### src/rtl/fetch_pkg.sv
// Shared types and defaults for the instruction fetch front end.
//   fetch_state_t   : fetch FSM states
//   decoded_instr_t : one prefetch queue entry (decoded fields plus fetch address)
//   decode_word()   : splits a 32-bit instruction word into its fields
package fetch_pkg;

    localparam logic [15:0] INSTR_BASE_DEFAULT = 16'h1000;
    localparam logic [7:0]  STOP_OP_DEFAULT    = 8'hFF;

    typedef enum logic [1:0] {
        StIdle,
        StReq,
        StWait,
        StStopped
    } fetch_state_t;

    typedef struct packed {
        logic [7:0]  opcode;
        logic [7:0]  dest;
        logic [7:0]  src1;
        logic [7:0]  src2;
        logic [15:0] pc;
    } decoded_instr_t;

    function automatic decoded_instr_t decode_word(input logic [31:0] word,
                                                   input logic [15:0] pc);
        decoded_instr_t d;
        d.opcode = word[31:24];
        d.dest   = word[23:16];
        d.src1   = word[15:8];
        d.src2   = word[7:0];
        d.pc     = pc;
        return d;
    endfunction

endpackage

### src/rtl/fetch_queue.sv
// Prefetch queue: synchronous FIFO of decoded instructions.
//   clk_i, rst_i      : clock, synchronous active-high reset
//   push_i, data_i    : write one entry (ignored when full unless a pop frees the slot)
//   pop_i             : remove the head entry (ignored when empty)
//   head_o            : current head entry, straight from registered storage
//   full_o, empty_o   : occupancy flags
//   count_o           : number of stored entries
// Depth must be a power of two so the pointers wrap naturally.
module fetch_queue
    import fetch_pkg::*;
#(
    parameter int unsigned Depth = 4
) (
    input  logic                   clk_i,
    input  logic                   rst_i,
    input  logic                   push_i,
    input  decoded_instr_t         data_i,
    input  logic                   pop_i,
    output decoded_instr_t         head_o,
    output logic                   full_o,
    output logic                   empty_o,
    output logic [$clog2(Depth):0] count_o
);

    localparam int unsigned PtrW = $clog2(Depth);

    decoded_instr_t  mem_q [Depth];
    decoded_instr_t  mem_d [Depth];
    logic [PtrW-1:0] wr_ptr_q, wr_ptr_d;
    logic [PtrW-1:0] rd_ptr_q, rd_ptr_d;
    logic [PtrW:0]   count_q, count_d;
    logic            do_push, do_pop;

    assign empty_o = (count_q == '0);
    assign full_o  = (count_q == (PtrW + 1)'(Depth));
    assign count_o = count_q;
    assign head_o  = mem_q[rd_ptr_q];

    assign do_pop  = pop_i && !empty_o;
    // A pop in the same cycle frees the slot, so a full queue may still accept.
    assign do_push = push_i && (!full_o || do_pop);

    always_comb begin
        mem_d    = mem_q;
        wr_ptr_d = wr_ptr_q;
        rd_ptr_d = rd_ptr_q;
        count_d  = count_q;
        if (do_push) begin
            mem_d[wr_ptr_q] = data_i;
            wr_ptr_d        = wr_ptr_q + 1'b1;
        end
        if (do_pop) begin
            rd_ptr_d = rd_ptr_q + 1'b1;
        end
        case ({do_push, do_pop})
            2'b10:   count_d = count_q + 1'b1;
            2'b01:   count_d = count_q - 1'b1;
            default: count_d = count_q;
        endcase
    end

    always_ff @(posedge clk_i) begin
        if (rst_i) begin
            wr_ptr_q <= '0;
            rd_ptr_q <= '0;
            count_q  <= '0;
        end else begin
            wr_ptr_q <= wr_ptr_d;
            rd_ptr_q <= rd_ptr_d;
            count_q  <= count_d;
        end
    end

    // Storage needs no reset: nothing is visible until count_q says so.
    always_ff @(posedge clk_i) begin
        mem_q <= mem_d;
    end

endmodule

### src/rtl/instr_fetch_unit.sv
// Instruction fetch unit: reads 32-bit words from instruction memory, decodes them
// and buffers them in a prefetch queue popped by Execution via valid/ready.
//   Clk, Reset            : clock, synchronous active-high reset
//   start                 : begin fetching at INSTR_BASE (only honoured when idle)
//   mem_addr, mem_nRead   : read request (nRead active low, one cycle per fetch)
//   mem_rdata             : read data, valid the cycle after the strobe, word in [31:0]
//   instr_valid/ready     : head-of-queue handshake
//   opcode/dest/src1/src2 : head instruction fields, instr_pc its fetch address
//   busy                  : fetching or queue not empty
//   done                  : one-cycle pulse when the STOP entry is popped
// Optional build macro FETCH_PERF_CNT_EN adds saturating fetch_count/stall_count outputs.
module instr_fetch_unit
    import fetch_pkg::*;
#(
    parameter logic [15:0] INSTR_BASE  = INSTR_BASE_DEFAULT,
    parameter int unsigned QUEUE_DEPTH = 4,
    parameter int unsigned DATA_W      = 256,
    parameter logic [7:0]  STOP_OP     = STOP_OP_DEFAULT
) (
    input  logic              Clk,
    input  logic              Reset,
    input  logic              start,
    output logic [15:0]       mem_addr,
    output logic              mem_nRead,
    input  logic [DATA_W-1:0] mem_rdata,
    output logic              instr_valid,
    input  logic              instr_ready,
    output logic [7:0]        opcode,
    output logic [7:0]        dest,
    output logic [7:0]        src1,
    output logic [7:0]        src2,
    output logic [15:0]       instr_pc,
    output logic              busy,
    output logic              done
`ifdef FETCH_PERF_CNT_EN
    ,
    output logic [15:0]       fetch_count,
    output logic [15:0]       stall_count
`endif
);

    fetch_state_t   state_q, state_d;
    logic [15:0]    pc_q, pc_d;

    decoded_instr_t fetched;
    decoded_instr_t q_head;
    logic           q_full, q_empty;
    logic [$clog2(QUEUE_DEPTH):0] q_count;

    logic           issue;
    logic           push;
    logic           pop;
    logic           slot_free;

    assign fetched     = decode_word(mem_rdata[31:0], pc_q);
    assign instr_valid = !q_empty;
    assign pop         = instr_valid && instr_ready;
    // The head leaving this cycle makes room for the word arriving next cycle.
    assign slot_free   = !q_full || pop;

    fetch_queue #(
        .Depth (QUEUE_DEPTH)
    ) u_queue (
        .clk_i   (Clk),
        .rst_i   (Reset),
        .push_i  (push),
        .data_i  (fetched),
        .pop_i   (pop),
        .head_o  (q_head),
        .full_o  (q_full),
        .empty_o (q_empty),
        .count_o (q_count)
    );

    always_comb begin
        state_d = state_q;
        pc_d    = pc_q;
        issue   = 1'b0;
        push    = 1'b0;
        done    = 1'b0;
        case (state_q)
            StIdle: begin
                if (start) begin
                    state_d = StReq;
                    pc_d    = INSTR_BASE;
                end
            end
            StReq: begin
                if (slot_free) begin
                    issue   = 1'b1;
                    state_d = StWait;
                end
            end
            StWait: begin
                push = 1'b1;
                if (fetched.opcode == STOP_OP) begin
                    state_d = StStopped;
                end else begin
                    pc_d    = pc_q + 16'd1;
                    state_d = StReq;
                end
            end
            StStopped: begin
                // STOP is always the last entry queued, so its pop ends the program.
                if (pop && (q_head.opcode == STOP_OP)) begin
                    done    = 1'b1;
                    state_d = StIdle;
                end
            end
            default: state_d = StIdle;
        endcase
    end

    always_ff @(posedge Clk) begin
        if (Reset) begin
            state_q <= StIdle;
            pc_q    <= INSTR_BASE;
        end else begin
            state_q <= state_d;
            pc_q    <= pc_d;
        end
    end

    assign mem_addr  = issue ? pc_q : 16'h0000;
    assign mem_nRead = !issue;

    assign opcode   = instr_valid ? q_head.opcode : 8'h00;
    assign dest     = instr_valid ? q_head.dest   : 8'h00;
    assign src1     = instr_valid ? q_head.src1   : 8'h00;
    assign src2     = instr_valid ? q_head.src2   : 8'h00;
    assign instr_pc = instr_valid ? q_head.pc     : 16'h0000;
    assign busy     = (state_q != StIdle) || !q_empty;

    logic unused_bits;
    assign unused_bits = ^{q_count, mem_rdata[DATA_W-1:32]};

`ifdef FETCH_PERF_CNT_EN
    logic [15:0] fetch_cnt_q, fetch_cnt_d;
    logic [15:0] stall_cnt_q, stall_cnt_d;
    logic        stall;

    assign stall = (state_q == StReq) && !slot_free;

    always_comb begin
        fetch_cnt_d = fetch_cnt_q;
        stall_cnt_d = stall_cnt_q;
        if ((state_q == StIdle) && start) begin
            fetch_cnt_d = 16'h0000;
            stall_cnt_d = 16'h0000;
        end else begin
            if (push && (fetch_cnt_q != 16'hFFFF)) begin
                fetch_cnt_d = fetch_cnt_q + 16'd1;
            end
            if (stall && (stall_cnt_q != 16'hFFFF)) begin
                stall_cnt_d = stall_cnt_q + 16'd1;
            end
        end
    end

    always_ff @(posedge Clk) begin
        if (Reset) begin
            fetch_cnt_q <= 16'h0000;
            stall_cnt_q <= 16'h0000;
        end else begin
            fetch_cnt_q <= fetch_cnt_d;
            stall_cnt_q <= stall_cnt_d;
        end
    end

    assign fetch_count = fetch_cnt_q;
    assign stall_count = stall_cnt_q;
`endif

endmodule

### config.mk
export PLATFORM = sky130hd
export DESIGN_NAME = instr_fetch_unit
export DESIGN_NICKNAME = d
export VERILOG_FILES = /design/src/rtl/fetch_pkg.sv /design/src/rtl/fetch_queue.sv /design/src/rtl/instr_fetch_unit.sv
export SDC_FILE = /design/constraint.sdc
export NUM_CORES = 1
export LEC_CHECK = 0
export ABC_AREA = 1
export BUFFER_PORTS_ARGS = -buffer_cell sky130_fd_sc_hd__buf_2
export CAP_MARGIN = 10
export CELL_PAD_IN_SITES_DETAIL_PLACEMENT = 2
export CELL_PAD_IN_SITES_GLOBAL_PLACEMENT = 2
export CORE_MARGIN = 3
export CORE_UTILIZATION = 30
export DETAILED_ROUTE_END_ITERATION = 6
export PLACE_DENSITY = 0.75
export SETUP_SLACK_MARGIN = 0.05
export SLEW_MARGIN = 20
export SYNTH_ARGS = -nofsm -noshare
export SYNTH_HDL_FRONTEND = slang
export SYNTH_SLANG_ARGS = --single-unit
### constraint.sdc
create_clock -name Clk -period 4.1 [get_ports Clk]
set_input_delay 0.82 -clock Clk [delete_from_list [all_inputs] [get_ports Clk]]
set_output_delay 0.82 -clock Clk [all_outputs]
set_load 0.1 [all_outputs]
* After elaboration in Yosys (flattened, before gate mapping)
Index checks and enable logic that the tools add are counted.
** Storage, ports and cells
- Flip-flop bits (word level) :: 217
- Output and inout bits :: 68
- Word-level logic and storage cells :: 91
- Bits of input ports :: 260
** Operators by class
- Reductions and logical operators :: 18
- Add/sub/neg operators :: 5
- Order comparisons :: 3
- Eq/ne operators :: 12
- Mux-type cells :: 26
- Bitwise logic cells :: 2
** Operators with widths (number)
- bitwise mux 192 bit :: 1
- 2-to-1 mux 48 bit :: 3
- binary-select mux 48 bit (select 2 bit) :: 1
- demux 48 bit (select 2 bit) :: 1
- 2-to-1 mux 16 bit :: 4
- 2-to-1 mux 8 bit :: 4
- case mux 16 bit (2 select lines) :: 1
- adder 16 x 1 -> 16 bit (second input constant) :: 1
- equality test 8 bit (second input constant) :: 2
- 2-to-1 mux 2 bit :: 4
- != test 2 bit (second input constant) :: 4
- case mux 2 bit (4 select lines) :: 1
- equality test 2 bit (second input constant) :: 3
- greater-or-equal comparator 3 bit (second input constant) :: 2
- inverter 2 -> 3 bit :: 2
- case mux 3 bit (2 select lines) :: 1
- AND reduction 3 bit :: 2
- nonzero test 2 bit :: 3
- logical AND 1 bit :: 5
- 2-to-1 mux 1 bit :: 5
- adder 2 x 1 -> 2 bit (second input constant) :: 2
- equality test 2 x 1 -> 1 bit (second input constant) :: 2
- adder 3 x 1 -> 3 bit (second input constant) :: 1
- equality test 3 bit (second input constant) :: 1
- other kinds (6) :: 10

* Logic depth before layout (Yosys ltp)
- Depth in word-level cells :: 8
- Gate-level depth with buffers :: 12
- Depth with buffers taken out :: 11

* Cells and area by module
From an unflattened synthesis, not the netlist that was laid out.
** Second synthesis, totals
- Cell total of the unflattened synthesis :: 844
- Area, all modules :: 9137.5 um^2
** By module, submodules not included
- fetch_queue :: cells an instance 534, times used 1, area each 7556.0 um^2, sequential area each 5905.7 um^2
- instr_fetch_unit :: cells an instance 310, times used 1, area each 1581.5 um^2, sequential area each 360.3 um^2

* Least setup slack after synthesis
OpenSTA, ideal clock, no wires.
- Path kind :: in2out
- Start point :: input port instr_ready
- End point :: output port mem_addr[10]
- Buffers on the path :: 1
- Cell stages on the path :: 5
- Slack :: 0.055 ns
- Data arrival time :: 3.225 ns
- Data required time :: 3.280 ns
- Cells stage by stage :: nor2_1 nand2_1 nand3_1 clkbuf_1 nor2_1
** On the way
- Word-level cells in the longest chain between the ends :: 5
** RTL lines
- start: declaration :: RTL line instr_fetch_unit.sv:27 : input logic instr_ready,
- logical AND 1 bit :: RTL line instr_fetch_unit.sv:57 : assign pop = instr_valid && instr_ready;
- logical OR 1 bit :: RTL line instr_fetch_unit.sv:59 : assign slot_free = !q_full || pop;
- 2-to-1 mux 1 bit :: RTL line instr_fetch_unit.sv:89 : if (slot_free) begin
- 2-to-1 mux 1 bit :: RTL line instr_fetch_unit.sv:81 : case (state_q)
- 2-to-1 mux 16 bit :: RTL line instr_fetch_unit.sv:124 : assign mem_addr = issue ? pc_q : 16'h0000;
- end: declaration :: RTL line instr_fetch_unit.sv:23 : output logic [15:0] mem_addr,
Every way passes these cells.

* Worst setup path after layout
- Start point :: register u_queue.rd_ptr_q[0]
- End point :: output port done
** On the way
- Word-level cells in the longest chain between the ends :: 8
** RTL lines
- start: declaration :: RTL line fetch_queue.sv:30 : logic [PtrW-1:0] rd_ptr_q, rd_ptr_d;
- start signal: assignment :: RTL line fetch_queue.sv:69 : rd_ptr_q <= rd_ptr_d;
- inverter 2 -> 3 bit (not written as such) :: RTL line fetch_queue.sv:37 : assign head_o = mem_q[rd_ptr_q];
- binary-select mux 48 bit (select 2 bit) :: RTL line fetch_queue.sv:37
- 2-to-1 mux 48 bit (not written as such) (2 in a row) :: RTL line fetch_queue.sv:37
- equality test 8 bit :: RTL line instr_fetch_unit.sv:105 : if (pop && (q_head.opcode == STOP_OP)) begin
- logical AND 1 bit :: RTL line instr_fetch_unit.sv:105
- 2-to-1 mux 1 bit :: RTL line instr_fetch_unit.sv:105
- 2-to-1 mux 1 bit :: RTL line instr_fetch_unit.sv:81
- end: declaration :: RTL line instr_fetch_unit.sv:34 : output logic done
Every way passes these cells. The select of a mux whose other input is x is not followed.

==> impl_metrics.csv <==
group,metric,value,unit
status,status,"complete, no violations",
flow_run,drv_cap,0,
clock_network,insertion_delay,520,ps
synth,synthTopCellsByArea,"edfxtp_1, nor2_1, dfxtp_1",
timing,min_period,3770,ps
power,leakage,4.08,nW
placed_design,dpl_cell_area,10000,µm²
min_path,hp-start,"mem_rdata[0]",
cells_and_area,regArea,6270,µm²
timing,fmax,266,MHz
clock_network,cts_buffer_depth,3,
floorplan,ioPinCount,328,
cells_and_area,final_cell_area,10800,µm²
synth,ys_warn_count,0,
critical_path,cp_cell_sequence,"inv_6 -> nand2_1 -> nand3_1 -> nand2_1 -> nand2_1 -> nor2_1 -> nand3_1 -> nor2_1 -> buf_2",
global_routing,grt.total_usage,15.9,%
synth,ys.flop_type,"edfxtp_1",
routing,vias,6494,
timing,maxSlewHeadroom,50.1,%
timing,rsz0062_at_grt,"false",
critical_path,r2r_cells,5,
min_path,whs_path_depth,1,
cells_and_area,antenna_cells,0,
global_routing,overflow,0,
critical_path,path_class,"reg -> out",
global_routing,grt_max_degree,59,
global_routing,grt_pass1_vias,7199,
placed_design,place_congestion,0.732,
critical_path,crit_buf_inv,2,
timing,report.final.slew_viol_count,0,
placed_design,portBuffers,103,
routing,drt_iter0_drc,341,
floorplan,core-area,29200,µm²
critical_path,end_kind,"primary output",
critical_path,cp.arrival,2950,ps
timing,fin_setup_tns,0,ps
timing,finalHoldViolCount,0,
floorplan,start_util,31.0,%
cells_and_area,n_fill_cell,3133,
routing,first_pass_iters,4,
timing,fin_crit_sh,91.8,%
floorplan,rows,62,
synth,synth.largest_area_cell,"edfxtp_1",
clock_network,cts_sinks,217,
synth,synth-seq-cells,217,
critical_path,reg2reg_from,"state_q[1]",
clock_network,htree_num_levels,1,
critical_path,critPathTopFamily,"simple AND/OR/NAND/NOR gates",
cells_and_area,area_growth,19.4,%
power,peakVddDrop,0.000302,V
routing,routed_wirelength,26.1,mm
routing,post_drt_wl_per_cell,19.5,µm
critical_path,required,3280,ps
global_routing,grt_pass1_wl,40.9,mm
global_routing,grt_antenna_before_repair,0,
cells_and_area,nets,1204,
routing,drc,0,
cells_and_area,multiInputGateArea,2380,µm²
clock_network,cts_made_buffers,25,
clock_network,cts_setup_buffers,0,
clock_network,ctsHoldBuffers,0,
critical_path,r2r_end,"u_queue.mem_q[98]",
clock_network,cts_tree,"yes",
floorplan,die_x,180,µm
power,powerDensity,585,nW/µm²
critical_path,cp_common_cell,"nand2_1",
synth,syn-num-nets,1101,
routing,detail-route-antenna-nets,0,
synth,synth.top_cell.area_share,63.6,%
synth,synth-async-reset-ratio,0,%
timing,finalSetupViolCount,0,
synth,syn-instance-count,834,
synth,yosysMostFrequentCell,"nor2_1",
critical_path,ff2ff_setup_slack,1600,ps
timing,tightest_slew,747,ps
critical_path,slowest_delay,740,ps
synth,synthTopCellsByCount,"nor2_1, edfxtp_1, o21ai_0",
critical_path,crit_slowest_cell,"dfxtp_4",
synth,syn_avg_cell_area,10.9,µm²
synth,synth_edf_count,192,
routing,routed_via_density,4.85,
critical_path,cp-start-kind,"flip-flop",
min_path,hp-class,"in -> reg",
critical_path,startpoint,"u_queue.rd_ptr_q[0]",
synth,synth_cell_types,29,
critical_path,crit_path_max_fanout,58,
placed_design,hpwl,16.5,mm
clock_network,path_clk_slew,60,ps
clock_network,cts_root_buf,"clkbuf_16",
floorplan,die-area,32300,µm²
cells_and_area,drive_gt1_share,18.4,%
synth,syn_area,9060,µm²
min_path,whs_endpoint,"u_queue.mem_q[64]",
timing,fin_skew,15.7,ps
floorplan,die_y,180,µm
synth,ys_seq_area_share,69.2,%
## stage by stage
stage                     total power [mW]  cells  worst slack (ps)  utilization [%]  hold slack (ps)
after floorplan                       3.86    834              55.3                -              465
after global placement                4.20   1294               718             34.3              489
after detailed placement              4.23   1294               657             34.3              513
after CTS                             6.41   1338              94.8             37.0              490
after global routing                  6.58   1338              79.9             37.0              494
final                                 6.33   1338               335             37.0              510
## where the power goes
part           switching [mW]  internal [mW]  leakage, nW
sequential             0.0517           2.44         1.98
combinational            1.45          0.236         1.71
clock                   0.858           1.30        0.387
## area by class of cell
class,instances,share of cell area (%)
clock inverters,15,1.38
flip-flops and latches,217,58.0
clock buffers,29,5.92
well taps,384,4.44
multi-input cells,512,22.0
repair buffers,115,5.98
inverters,66,2.34
## state kept, by name, summed over array words and instances, names as in the netlist
signal / flops
u_queue.wr_ptr_q: 2
u_queue.count_o: 3
state_q: 2
pc_q: 16
u_queue.rd_ptr_q: 2
u_queue.mem_q: 192
## how the worst max path moves through the flow
stage                     cells past startpoint      endpoint  slack, ps
final                                         9          done        330
after global routing                          9          done         80
after CTS                                     5  instr_pc[13]         90
after detailed placement                      5  instr_pc[13]        660
after global placement                        5  instr_pc[13]        720
after floorplan                               5  mem_addr[10]         60
## routing by layer
metal	global-route usage, %	wire length [µm]	vias to the layer above
met5	0	0	-
met1	21.0	11900	3274
li1	-	-	3062
met2	27.7	12900	126
met4	3.13	442	0
met3	2.51	881	32
## cell families (layout without fill, tap and decap cells)
family	Yosys count	count (layout)	share of synthesized area, %
and+or+nand+nor	337	337	15.3
adders and majority gates	7	7	1.05
AOI/OAI and AO/OA	168	168	9.56
DFF	217	217	69.2
buffers and inverters	105	225	4.94
## worst register-to-register path: cells and delay by family (launching register included)
family,cells,cell delay [ps]
buffers and inverters,2,550
AND/OR/NAND/NOR,3,1160
flip-flops,1,430
## timing repair
action | in CTS | in global routing
endpoints found under the hold margin | 0 | 0
setup endpoints to repair | 0 | 5
gates resized for setup | 0 | 2
## placed cells by master, fill, tap and decap left out, types with 2 or more instances in the layout
master,Yosys,final
clkinv_1,0,7
clkinv_2,0,3
buf_4,0,8
nand2_2,2,2
nand4_1,9,9
o21ai_0,89,89
inv_1,61,59
dfxtp_1,25,23
inv_6,0,2
a21oi_1,67,67
clkbuf_16,0,25
nand3_2,2,2
ha_1,6,6
o21ai_1,6,6
nor3_2,2,2
inv_2,4,6
bufinv_16,0,3
buf_12,0,3
nor2_1,208,204
nor3_1,3,3
nand2_1,83,83
clkbuf_1,18,4
nor2_4,1,5
a21oi_2,3,3
nand3_1,24,24
edfxtp_1,192,192
buf_2,17,103
(Power assumes the default switching activity.)
